## src/rtl/vga_pkg.sv

```systemverilog
// Shared VGA definitions: mode encodings and the mode-change controller's state type.
package vga_pkg;

    localparam logic VGA_MODE_640X480  = 1'b0;
    localparam logic VGA_MODE_1440X900 = 1'b1;

    typedef enum logic [2:0] {
        IDLE,
        WAIT_FE,
        SETTLE,
        MUTE,
        DONE
    } vga_mode_ctrl_state_t;

endpackage

```

## src/rtl/vga_mode_ctrl.sv

```systemverilog
// Run-time video mode change sequencer: waits for frame end, resets the sync generator, mutes, acks.
// Optional mute phase is compiled in with `define VGA_MODE_CTRL_MUTE_EN.
module vga_mode_ctrl
    import vga_pkg::*;
#(
    parameter int DEFAULT_MODE  = 0,
    parameter int SETTLE_CYCLES = 16,
    parameter int MUTE_FRAMES   = 2
) (
    input  logic       clk,
    input  logic       reset,
    input  logic       i_req,
    input  logic       i_mode,
    output logic       o_ack,
    output logic       o_busy,
    input  logic       i_hmax,
    input  logic       i_vmax,
    output logic       o_mode,
    output logic       o_sync_reset,
    output logic       o_mute,
    output logic [7:0] o_frame_count
);

    localparam int SETTLE_W = $clog2(SETTLE_CYCLES);
    localparam int MUTE_W   = $clog2(MUTE_FRAMES);
    localparam int MAX_W    = (SETTLE_W > MUTE_W) ? SETTLE_W : MUTE_W;
    localparam int CNT_W    = (MAX_W > 1) ? MAX_W : 1;

    localparam logic RESET_MODE = (DEFAULT_MODE == 0) ? VGA_MODE_640X480 : VGA_MODE_1440X900;

    vga_mode_ctrl_state_t state;
    logic                 target;
    logic [CNT_W-1:0]     cnt;
    logic                 fe;

    assign fe = i_hmax & i_vmax;

`ifndef VGA_MODE_CTRL_MUTE_EN
    assign o_mute = 1'b0;
`endif

    // The frame counter update sits ahead of the FSM so that a mode switch clears it with priority.
    always_ff @(posedge clk) begin
        if (reset) begin
            state         <= IDLE;
            target        <= RESET_MODE;
            cnt           <= '0;
            o_mode        <= RESET_MODE;
            o_ack         <= 1'b0;
            o_busy        <= 1'b0;
            o_sync_reset  <= 1'b0;
            o_frame_count <= 8'd0;
`ifdef VGA_MODE_CTRL_MUTE_EN
            o_mute        <= 1'b0;
`endif
        end else begin
            if (fe && !o_sync_reset) begin
                o_frame_count <= o_frame_count + 8'd1;
            end

            case (state)
                IDLE: begin
                    if (i_req) begin
                        target <= i_mode;
                        o_busy <= 1'b1;
                        state  <= (i_mode == o_mode) ? DONE : WAIT_FE;
                    end
                end

                WAIT_FE: begin
                    if (fe) begin
                        o_mode        <= target;
                        o_sync_reset  <= 1'b1;
                        o_frame_count <= 8'd0;
                        cnt           <= CNT_W'(SETTLE_CYCLES - 1);
`ifdef VGA_MODE_CTRL_MUTE_EN
                        o_mute        <= 1'b1;
`endif
                        state         <= SETTLE;
                    end
                end

                SETTLE: begin
                    if (cnt == '0) begin
                        o_sync_reset <= 1'b0;
`ifdef VGA_MODE_CTRL_MUTE_EN
                        if (MUTE_FRAMES == 0) begin
                            o_mute <= 1'b0;
                            state  <= DONE;
                        end else begin
                            cnt   <= CNT_W'(MUTE_FRAMES - 1);
                            state <= MUTE;
                        end
`else
                        state <= DONE;
`endif
                    end else begin
                        cnt <= cnt - CNT_W'(1);
                    end
                end

`ifdef VGA_MODE_CTRL_MUTE_EN
                // The last mute frame releases video and completes the handshake on the same edge.
                MUTE: begin
                    if (fe) begin
                        if (cnt == '0) begin
                            o_mute <= 1'b0;
                            o_ack  <= 1'b1;
                            state  <= DONE;
                        end else begin
                            cnt <= cnt - CNT_W'(1);
                        end
                    end
                end
`endif

                DONE: begin
                    if (!o_ack) begin
                        o_ack <= 1'b1;
                    end else if (!i_req) begin
                        o_ack  <= 1'b0;
                        o_busy <= 1'b0;
                        state  <= IDLE;
                    end
                end

                default: state <= IDLE;
            endcase
        end
    end

endmodule
```

## config.mk

```make
export PLATFORM = sky130hd
export DESIGN_NAME = vga_mode_ctrl
export DESIGN_NICKNAME = d
export VERILOG_FILES = /design/src/rtl/vga_pkg.sv /design/src/rtl/vga_mode_ctrl.sv
export SDC_FILE = /design/constraint.sdc
export NUM_CORES = 1
export LEC_CHECK = 0
export CAP_MARGIN = 20
export CORE_MARGIN = 2
export CORE_UTILIZATION = 35
export DETAILED_ROUTE_END_ITERATION = 8
export PLACE_DENSITY = 0.57
export SYNTH_ARGS = -nofsm -noshare
export SYNTH_HDL_FRONTEND = slang
export SYNTH_SLANG_ARGS = --single-unit
export TNS_END_PERCENT = 20
```

## constraint.sdc

```tcl
create_clock -name clk -period 4 [get_ports clk]
set_input_delay 0.4 -clock clk [delete_from_list [all_inputs] [get_ports clk]]
set_output_delay 0.4 -clock clk [all_outputs]
set_load 0.03 [all_outputs]
```

# Yosys cells after proc, flatten, opt, wreduce, memory -nomap -nowiden
# Cells that the tools add are included.
# Widths: inputs -> output; s select.
[totals] ff_bits=20 latchBits=0 mem_bits_rw=0 romBits=0 in_bits=6 out_inout_bits=13 wordCells=55 mem_count=0
[classes] addsub=2 multipliers=0 div_mod_pow=0 magnitude_cmp=0 n_eq_ne=10 shifts=0 n_mux=22 bitwise=1 n_reduce_logical=12
[ops] op="$mux 8" n=3
[ops] op="$mux 3" n=6
[ops] op="$ne 2x2->1 const B" n=6
[ops] op="$pmux 3 s4" n=1
[ops] op="$add 8x1->8 const B" n=1
[ops] op="$mux 4" n=2
[ops] op="$pmux 4 s2" n=1
[ops] op="$mux 1" n=7
[ops] op="$reduce_and 3->1" n=2
[ops] op="$reduce_and 5->1" n=1
[ops] op="$logic_not 4->1" n=1
[ops] op="$pmux 1 s2" n=2
[ops] op="$reduce_and 2->1" n=2
[ops] op="$reduce_and 4->1" n=1
[ops] op="$reduce_bool 2->1" n=2
[ops] op="$sub 4x1->4 const B" n=1
[ops] op="$eq 3x1->1 const B" n=1
[ops] op="$eq 3x2->1 const B" n=1
[ops] op="$eq 3x3->1 const B" n=1
[ops] op="$logic_not 3->1" n=1
[ops] op="$and 1x1->1" n=1
[ops] op="$eq 1x1->1" n=1
[ops] op="$logic_and 1x1->1" n=1
[ops] op="$logic_not 1->1" n=1

# Longest topological paths before layout
# Gate-level depths: netlist of run 1.
[logic_depth] depth_word=5 mapped_depth=6 mapped_depth_nobuf=6

# Worst setup path before layout of run 1
# Ideal clock, no wire load.
[synth_timing] path_type="register -> register" startpoint="register cnt[0]" endpoint="register state[0]" setup_ns=0.116 t_arrival_ns=1.464 required_ns=3.884 setup_slack_ns=2.420 stages_incl_launch_ff=7 path_buffers=0 period_less_slack_ns=1.580 cell_sequence="dfxtp_1 -> inv_1 -> ha_1 -> or3b_4 -> a32oi_2 -> a21oi_1 -> a31o_2"
[synth_between] elab_chain_len=3
[synth_lines] item="from (decl)" line_no="vga_mode_ctrl.sv:33" rtl="logic [CNT_W-1:0] cnt;"
[synth_lines] item="from (signal assigned)" line_no="vga_mode_ctrl.sv:75" rtl="cnt <= CNT_W'(SETTLE_CYCLES - 1);"
[synth_lines] item="from (signal assigned)" line_no="vga_mode_ctrl.sv:98" rtl="cnt <= cnt - CNT_W'(1);"
[synth_lines] item="$logic_not 4->1" line_no="vga_mode_ctrl.sv:84" rtl="if (cnt == '0) begin"
[synth_lines] item="$ne 2x2->1 (no source line)"
[synth_lines] item="$reduce_and 5->1 (no source line)"
[synth_lines] item="to (signal assigned)" line_no="vga_mode_ctrl.sv:66" rtl="state <= (i_mode == o_mode) ? DONE : WAIT_FE;"
[synth_lines] item="to (decl)" line_no="vga_mode_ctrl.sv:31" rtl="vga_mode_ctrl_state_t state;"
# Every way passes these cells.
# A chain may end at the register's enable or synchronous reset.

# Final worst setup path of run 1
[layout_timing] startpoint="register o_frame_count[3]" endpoint="output o_frame_count[3]"
[layout_lines] item="from (decl)" line_no="vga_mode_ctrl.sv:21" rtl="output logic [7:0] o_frame_count"
[layout_lines] item="from (signal assigned)" line_no="vga_mode_ctrl.sv:58" rtl="o_frame_count <= o_frame_count + 8'd1;"
# No word-level cell between the ends.

==> run summary, run 1 <==
Port Buffers: 17
Max stage delay cell, worst path: clkdlybuf4s50_1
initial core utilization: 36.9%
syn nets: 127
commonest cells in the netlist: dfxtp_1, a21oi_1, nand2_1
Worst Hold Class: flip-flop to flip-flop
clock period minus worst slack: 1910 ps
layout cells sized above 1: 8.21%
number of synthesized flops with an enable pin: 0
clock tree from TritonCTS: built
Yosys warnings: 0
clk slew on worst S/H paths: 120 ps
crit path max fanout: 8
startpoint types: flip-flop
Switching Power: 147 uW
sequential power share: 50.1%
FFs w/ async S/R, synth: 0%
count of cells resized by post-cts repair: 0
fill cell count: 263
required time worst endpoint: 3600 ps
maximum capacitance violations: 0
Worst Path Arrival: 1510 ps
sequential element share of the synthesized area: 39.4%
final setup skew: 10.0 ps
GR Layer Usage met3: 1.34%
clock share of power: 26.0%
Int Power: 318 uW
Routed Wire Length: 2190 um
clk buf depth: 2
via count: 906
status: finished clean
flops & latches, synth: 20
antenna diode count: 0
vias in the first global route: 845
Final Hold Fails: 0
H-Tree Depth: 1
initial antenna violation count: 0
Final Wtd Congestion: 0.751
Synth area leaders: dfxtp_1, a21oi_1, nor3_1, o21ai_0, nand2_1
Num CTS Buffers: 3
setup tns final: 0 ps
routed len/inst: 13.3 um
die area: 3350 um^2
Logic pwr share: 23.9%
DR iter-0 viols: 22
post-DR vias/cell: 5.49
Slew @ Worst Pin: 754 ps
endpoints failing setup: 0
CP Capture Type: output pin
die span in y: 57.9 um
Post-CTS Hold Buffers: 0
DIE WIDTH: 57.9 um
Post-Syn Area per Cell: 8.55 um^2
GRT overflow: 0
CP top delay family: buffers and inverters
Max IR drop VDD: 233 uV
1st-pass router iterations: 4
nets: 143
Primary FF master, synth: dfxtp_1
Yosys top cell by area: dfxtp_1
CP Class: flip-flop to output pin
RSZ-0062 raised after global routing: no
Sink Count: 20
pin count of the biggest net entering global routing: 22
Tcrit/Tclk final: 47.9%
CTS Root Cell: clkbuf_4
Distinct cells, synth: 37
M1 GR Usage: 19.6%
CP Cell Sequence: clkdlybuf4s50_1
top-area cell type share of the netlist area: 39.4%
Leak Pwr: 0.389 nW
core area: 2760 um^2
post-detail-place hpwl: 1580 um
first-pass GRT wire length: 3730 um
Area growth, synth to finish: 21.3%
cells after synthesis: 119
GR Layer Usage met2: 21.9%
switching share of power: 31.7%
most frequent cell after synthesis: dfxtp_1
Max stage delay on crit path: 720 ps
Hold WS: 466 ps
row cnt: 19
gr busiest metal: met2
P per Cell Area: 377 nW/um^2
Post-CTS Setup Inserts: 0
ANT nets after route: 0
fin. max-slew vios: 0
Synth Cell Area: 1020 um^2
normalized max-slew margin: 49.6%
CP Buf/Inv Count: 1
number of top-level pins: 19
# DRC: 0
fmax: 0.522 GHz
Global Route Usage Sum: 14.4%
Clk Latency, worst-skew pair: 310 ps
## layer usage
metal,vias up,part of all wire [%]
met4,0,2.3
met1,425,51
met2,9,44
met3,4,1.9
li1,468,-
met5,-,0
## path summary, 6_finish.rpt
check | start | endpoint | slack [ps] | cells after the start
max | o_frame_count[3]$_SDFF_PP0_ | o_frame_count[3] | 2090 | 1
min reg2reg | target$_SDFFE_PP0P_ | o_mode$_SDFFE_PP0P_ | 470 | 2
max reg2reg | cnt[0]$_SDFFE_PP0P_ | state[0]$_SDFFE_PP0P_ | 2230 | 6
min | target$_SDFFE_PP0P_ | o_mode$_SDFFE_PP0P_ | 470 | 2
## logic make-up after synthesis
kind of cell             synth area share (%)
other                                   0.369
AO/OA/AOI/OAI                            21.9
buffers and inverters                    4.30
adder cells (fa/ha/maj)                  2.46
multiplexers                            0.984
AND/OR/NAND/NOR                          27.2
XOR/XNOR                                 3.44
flip-flops                               39.4
## worst min-delay path, stage by stage (launching register included)
cell,delay (ps)
dfxtp_1,330
nand2_1,50
a21oi_1,50
## power by group through the flow
stage / Combinational, mW / Clock, mW / Sequential (mW)
after CTS: 0.112 / 0.127 / 0.233
final: 0.111 / 0.121 / 0.233
after global routing: 0.123 / 0.134 / 0.236
after global placement: 0.109 / 0 / 0.238
after floorplan: 0.0777 / 0 / 0.239
after detailed placement: 0.111 / 0 / 0.237
## placed cells by master (no fill, tap or decap), types with 3 or more instances in the layout
| master | count |
|---|---|
| inv_1 | 4 |
| nand3_1 | 5 |
| dfxtp_1 | 20 |
| nor3_1 | 8 |
| a211oi_1 | 4 |
| o21ai_0 | 7 |
| clkdlybuf4s50_1 | 17 |
| nand2b_1 | 3 |
| xnor2_1 | 3 |
| nand2_1 | 9 |
| clkbuf_4 | 3 |
| a21oi_1 | 14 |
| nor2_1 | 6 |
| nand4b_1 | 3 |
## area by class of cell
cell class | count | area [um^2] | area share (%)
well taps | 31 | 38.8 | 3.14
clock buffers | 4 | 36.3 | 2.94
multi-input cells | 89 | 573 | 46.5
flip-flops and latches | 20 | 400 | 32.5
inverters | 4 | 15.0 | 1.22
repair buffers | 17 | 170 | 13.8
## flip-flops by register name, summed over array words and instances, names as in the netlist
name	cells
o_mode	1
o_frame_count	8
state	3
target	1
o_busy	1
o_sync_reset	1
o_ack	1
cnt	4
## per-stage QoR
stage	instances	setup slack [ps]	area (um^2)	utilization, %	power (mW)
final	165	2090	1230	44.7	0.465
after global routing	165	2020	1230	44.7	0.493
after CTS	165	2080	1230	44.7	0.472
after detailed placement	161	2040	1200	43.4	0.348
after global placement	161	2090	1200	43.4	0.347
after floorplan	119	2420	1020	-	0.317
Note: power is estimated with default switching activity, not from simulation.
==> run 2, diff against run 1 <==
- PLACE_DENSITY: 0.57 -> 0.59
- clock period: 4 -> 1.6 ns (I/O delays scaled with it)
==> run 2 against run 1 <==
  * Die area unchanged
  * First-iteration DRC count increased by 50%
  * Clock skew decreased by 8.1 ps
  * Setup slack got worse by 2100 ps
  * Total power increased to 2.6 times the previous value
  * Design area increased by 11%
  * Sequential cell count unchanged
  * Worst hold slack improved by 11 ps
  * Largest power group unchanged
==> run summary, run 2 (same netlist as run 1, synthesis figures left out) <==
status: finished clean
fin. max-slew vios: 0 (unchanged)
highest-count cells in the layout ignoring fill and taps: dfxtp_1, a21oi_1, buf_4
crit path max fanout: 5 (-3)
antenna diode count: 0 (unchanged)
1st-pass router iterations: 4 (unchanged)
required time worst endpoint: 1820 ps (-1780 ps)
maximum capacitance violations: 0 (unchanged)
Area growth, synth to finish: 35.1%
Routed Wire Length: 2420 um (+10%)
Worst Hold Class: flip-flop to flip-flop
Worst Path Arrival: 1810 ps (+300 ps)
H-Tree Depth: 1 (unchanged)
Max IR drop VDD: 548 uV (+130%)
nets: 157 (+9.8%)
Largest regs: o_frame_count: 8 flops, cnt: 4 flops, state: 3 flops
DIE WIDTH: 57.9 um (unchanged)
Tcrit/Tclk final: 99.3%
max reg flops: 8 (unchanged)
core area: 2760 um^2 (unchanged)
post-detail-place hpwl: 1710 um (+8.5%)
initial core utilization: 36.9% (unchanged)
die span in y: 57.9 um (unchanged)
Leak Pwr: 0.549 nW (+41%)
Sink Count: 20 (unchanged)
Clk Latency, worst-skew pair: 310 ps (about the same)
CTS Root Cell: clkbuf_4
Biggest register: o_frame_count
clk buf depth: 2 (unchanged)
final cell count without fillers: 179 (+8.5%)
ANT nets after route: 0 (unchanged)
CP Cell Sequence: inv_2 -> ha_4 -> or3b_4 -> a32oi_4 -> a21oi_1 -> a31o_2
DR iter-0 viols: 33 (+50%)
row cnt: 19 (unchanged)
Post-CTS Hold Buffers: 0 (unchanged)
# DRC: 0 (unchanged)
startpoint types: flip-flop
Global Route Usage Sum: 15.6% (+1.2 points)
CP Capture Type: flip-flop
Max stage delay cell, worst path: or3b_4
clock tree from TritonCTS: built
RSZ-0062 raised after global routing: yes
clock period minus worst slack: 1590 ps
endpoints failing setup: 0 (unchanged)
Max stage delay on crit path: 410 ps (-310 ps)
post-DR vias/cell: 5.46 (-0.50%)
via count: 978 (+7.9%)
pin count of the biggest net entering global routing: 13 (-41%)
CP Class: flip-flop to flip-flop
Port Buffers: 17 (unchanged)
number of top-level pins: 19 (unchanged)
routed len/inst: 13.5 um (+1.9%)
final core utilization: 49.8% (+5.1 points)
layout cells sized above 1: 20.9% (+13 points)
Final Hold Fails: 0 (unchanged)
Num CTS Buffers: 3 (unchanged)
Final Wtd Congestion: 0.726 (-3.4%)
first-pass GRT wire length: 4000 um (+7.2%)
P per Cell Area: 893 nW/um^2 (+140%)
initial antenna violation count: 0 (unchanged)
final setup skew: 1.87 ps (-8.13 ps)
GRT overflow: 0 (unchanged)
Post-CTS Setup Inserts: 0 (unchanged)
die area: 3350 um^2 (unchanged)
DP Cell Count: 175 (+8.7%)
fmax: 0.629 GHz
clk slew on worst S/H paths: 120 ps (about the same)
vias in the first global route: 932 (+10%)
commonest non-fill, non-tap cell in the layout: dfxtp_1
run 2: cell types whose count changed in the layout (fill, tap and decap cells not counted), moves of 2 or more:
| cell | before | now |
|---|---|---|
| clkdlybuf4s50_1 | 17 | 10 |
| dfxtp_1 | 20 | 18 |
| dlymetal6s2s_1 | 0 | 4 |
| inv_1 | 4 | 2 |
| dlygate4sd2_1 | 0 | 3 |
| dfxtp_2 | 0 | 2 |
| buf_4 | 0 | 14 |
| inv_2 | 0 | 2 |
run 2: worst max-delay path, delay by kind of cell (launching register included):
| family | cells | cell delay (ps) |
|---|---|---|
| flip-flops | 1 | 340 |
| AND/OR/NAND/NOR | 1 | 410 |
| adder cells (fa/ha/maj) | 1 | 130 |
| buffers and inverters | 1 | 60 |
| AO/OA/AOI/OAI | 3 | 550 |
run 2: report_power, final:
group	switching, mW	total (mW)	internal, mW
Sequential	0.0514	0.585	0.534
Combinational	0.172	0.336	0.163
Clock	0.167	0.306	0.139
run 2: per-stage QoR:
step                setup WS [ps]  hold slack (ps)  TNS, ps  total power, mW  instance area, um^2
global placement           -0.225              442   -0.225            0.906                 1300
global route                -51.8              489     -129             1.30                 1370
detailed placement          -42.8              458    -63.6            0.912                 1300
CTS                         -10.7              477    -10.7             1.24                 1350
finish                       10.6              477        0             1.23                 1370
floorplan                    20.0              325        0            0.792                 1020
run 2: cell type report:
type	instances	area [um^2]
well taps	31	38.8
inverters	4	15.0
flip-flops and latches	20	403
clock buffers	4	36.3
multi-input cells	89	599
fillers	274	1380
repair buffers	31	282
run 2: path summary, 6_finish.rpt:
kind / startpoint / to / slack [ps] / cells after the start
setup / recovery: cnt[1]$_SDFFE_PP0P_ / state[0]$_SDFFE_PP0P_ / 10 / 6
hold / removal: target$_SDFFE_PP0P_ / o_mode$_SDFFE_PP0P_ / 480 / 2
setup reg to reg: cnt[1]$_SDFFE_PP0P_ / state[0]$_SDFFE_PP0P_ / 10 / 6
hold reg to reg: target$_SDFFE_PP0P_ / o_mode$_SDFFE_PP0P_ / 480 / 2
run 2: timing repair:
action | CTS | global route
cloned | 0 | 0
setup endpoints to repair | 7 | 10
gates resized for setup | 6 | 9
pin swaps | 1 | 7
run 2: layer usage:
layer | up-vias | GRT usage [%] | share of wire (%)
li1 | 496 | - | -
met5 | - | 0 | 0
met4 | 0 | 5.98 | 0.58
met2 | 12 | 27.1 | 50
met1 | 468 | 17.4 | 46
met3 | 2 | 5.36 | 3.1
==> run 3, diff against run 2 <==
- GPL_TIMING_DRIVEN: default -> 0
==> run 3 against run 2 <==
  * The flow now finishes with violations (negative setup slack)
  * Die area stayed put
  * Total power up 10%
  * Clock skew increased by 4.9 ps
  * Sequential cell count is the same
  * Critical path type unchanged
  * Largest cell class unchanged
  * Largest power group unchanged
  * Highest routed layer unchanged
==> run summary, run 3 (same netlist as run 1, synthesis figures left out) <==
GRT overflow: 0 (unchanged)
Final Hold Fails: 0 (unchanged)
Worst Path Arrival: 1860 ps (+50 ps)
fmax: 0.606 GHz (-3.7%)
CP Capture Point: state[0]$_SDFFE_PP0P_
first-pass GRT wire length: 4240 um (+6.0%)
worst-case reg-to-reg path depth: 6 (unchanged)
commonest non-fill, non-tap cell in the layout: dfxtp_1
initial antenna violation count: 0 (unchanged)
startpoint types: flip-flop
initial core utilization: 36.9% (unchanged)
vias in the first global route: 942 (+1.1%)
post-route cell area: 1360 um^2 (-1.0%)
row cnt: 19 (unchanged)
Clk Latency, worst-skew pair: 310 ps (about the same)
# DRC: 0 (unchanged)
Max stage delay cell, worst path: or3b_4
Sink Count: 20 (unchanged)
CP Cell Sequence: inv_4 -> ha_4 -> or3b_4 -> a32oi_4 -> a21oi_2 -> a31o_2
required time worst endpoint: 1810 ps (about the same)
antenna diode count: 0 (unchanged)
endpoints failing setup: 4 (+4)
Port Buffers: 17 (unchanged)
final setup skew: 6.81 ps (+4.94 ps)
post-DR vias/cell: 5.43 (-0.55%)
pin count of the biggest net entering global routing: 13 (unchanged)
Largest regs: o_frame_count: 8 flops, cnt: 4 flops, state: 3 flops
setup slack, reg-to-reg: -50 ps (-60 ps)
clock tree from TritonCTS: built
Routed Wire Length: 2450 um (+1.0%)
Final Wtd Congestion: 0.787 (+8.3%)
status: complete, but fails checks
dpl ws: -163 ps (-121 ps)
routed len/inst: 14.1 um (+4.5%)
nets: 151 (-3.8%)
CP Class: flip-flop to flip-flop
Global Route Usage Sum: 16.1% (+0.56 points)
fin. max-slew vios: 0 (unchanged)
post-detail-place hpwl: 1670 um (-2.4%)
RSZ-0062 raised after global routing: yes
Slew @ Worst Pin: 543 ps
highest-count cells in the layout ignoring fill and taps: dfxtp_1, a21oi_1, nand2_1, clkdlybuf4s50_1, nor3_1
Placed Area: 1230 um^2 (-5.9%)
Biggest register: o_frame_count
P per Cell Area: 992 nW/um^2 (+11%)
clock period minus worst slack: 1650 ps (+61.4 ps)
via count: 940 (-3.9%)
Worst R2R End: state[0]$_SDFFE_PP0P_
1st-pass router iterations: 4 (unchanged)
die span in y: 57.9 um (unchanged)
reg2reg start: cnt[0]$_SDFFE_PP0P_
clk buf depth: 2 (unchanged)
Worst Hold Class: flip-flop to flip-flop
DIE WIDTH: 57.9 um (unchanged)
CP Capture Type: flip-flop
number of top-level pins: 19 (unchanged)
Leak Pwr: 0.517 nW (-6.0%)
maximum capacitance violations: 0 (unchanged)
Max IR drop VDD: 495 uV (-9.6%)
DR iter-0 viols: 21 (-36%)
Area growth, synth to finish: 33.7%
setup tns final: -111 ps (-111 ps)
CTS Root Cell: clkbuf_4
Max stage delay on crit path: 400 ps (about the same)
crit path max fanout: 5 (unchanged)
Critical Path Start: cnt[0]$_SDFFE_PP0P_
core area: 2760 um^2 (unchanged)
Tcrit/Tclk final: 103% (+3.8 points)
die area: 3350 um^2 (unchanged)
Num CTS Buffers: 3 (unchanged)
failing checks: negative setup slack
layout cells sized above 1: 18.3% (-2.6 points)
max reg flops: 8 (unchanged)
final critical-path setup slack: -50.9 ps (-61.4 ps)
ANT nets after route: 0 (unchanged)
H-Tree Depth: 1 (unchanged)
clk slew on worst S/H paths: 130 ps (about the same)
normalized max-slew margin: 63.8%
run 3: cell types whose count changed in the layout (fill, tap and decap cells not counted), sizes merged:
cell,delta
dlygate4sd2,+1
clkbuf,+2
buf,-9
clkdlybuf4s50,-1
bufinv,+1
run 3: what timing repair did:
item | CTS | global route
resized for setup | 11 | 14
buffers inserted | 1 | 1
pin swaps | 4 | 6
setup endpoints to repair | 9 | 13
hold buffers | 0 | 0
run 3: final cells by class:
cell class	instances	area, um^2
fill	283	1400
multi-input combinational	89	627
sequential	20	405
timing repair buffer	19	190
tap	31	38.8
clock inverter	1	30.0
buffer	6	28.8
clock buffer	3	22.5
inverter	4	17.5
run 3: report_power, final:
part           switching, mW  internal (mW)  leakage (nW)
Combinational          0.201          0.156         0.325
Clock                  0.170          0.253        0.0279
Sequential            0.0371          0.533         0.164
run 3: worst min-delay path by stage:
stage / endpoint / slack (ps) / depth (start not counted) / start
after global routing: o_mode$_SDFFE_PP0P_ / 480 / 2 / target$_SDFFE_PP0P_
after detailed placement: o_mode$_SDFFE_PP0P_ / 450 / 2 / target$_SDFFE_PP0P_
after floorplan: target$_SDFFE_PP0P_ / 320 / 2 / i_req
after global placement: o_mode$_SDFFE_PP0P_ / 440 / 2 / target$_SDFFE_PP0P_
after CTS: o_mode$_SDFFE_PP0P_ / 470 / 2 / target$_SDFFE_PP0P_
final: o_mode$_SDFFE_PP0P_ / 470 / 2 / target$_SDFFE_PP0P_
run 3: worst max-delay path, delay by kind of cell (launching register included):
kind | cells | cell delay, ps
compound gates | 3 | 590
fa+ha+maj | 1 | 120
buf+inv | 1 | 60
flops | 1 | 390
simple gates | 1 | 400
run 3: routing by layer:
| layer | part of all wire (%) | vias up | GRT usage, % |
|---|---|---|---|
| met4 | 0.74 | 0 | 5.98 |
| li1 | - | 486 | - |
| met2 | 49 | 14 | 26.1 |
| met5 | 0 | - | 0 |
| met1 | 48 | 438 | 22.1 |
| met3 | 2.6 | 2 | 2.01 |
run 3: metrics by stage:
step,total power [mW],hold slack (ps),utilization (%),instances
floorplan,0.792,325,-,119
global placement,0.875,438,44.5,167
detailed placement,0.880,454,44.5,167
CTS,1.33,472,47.4,172
global route,1.42,483,49.3,173
finish,1.35,466,49.3,173
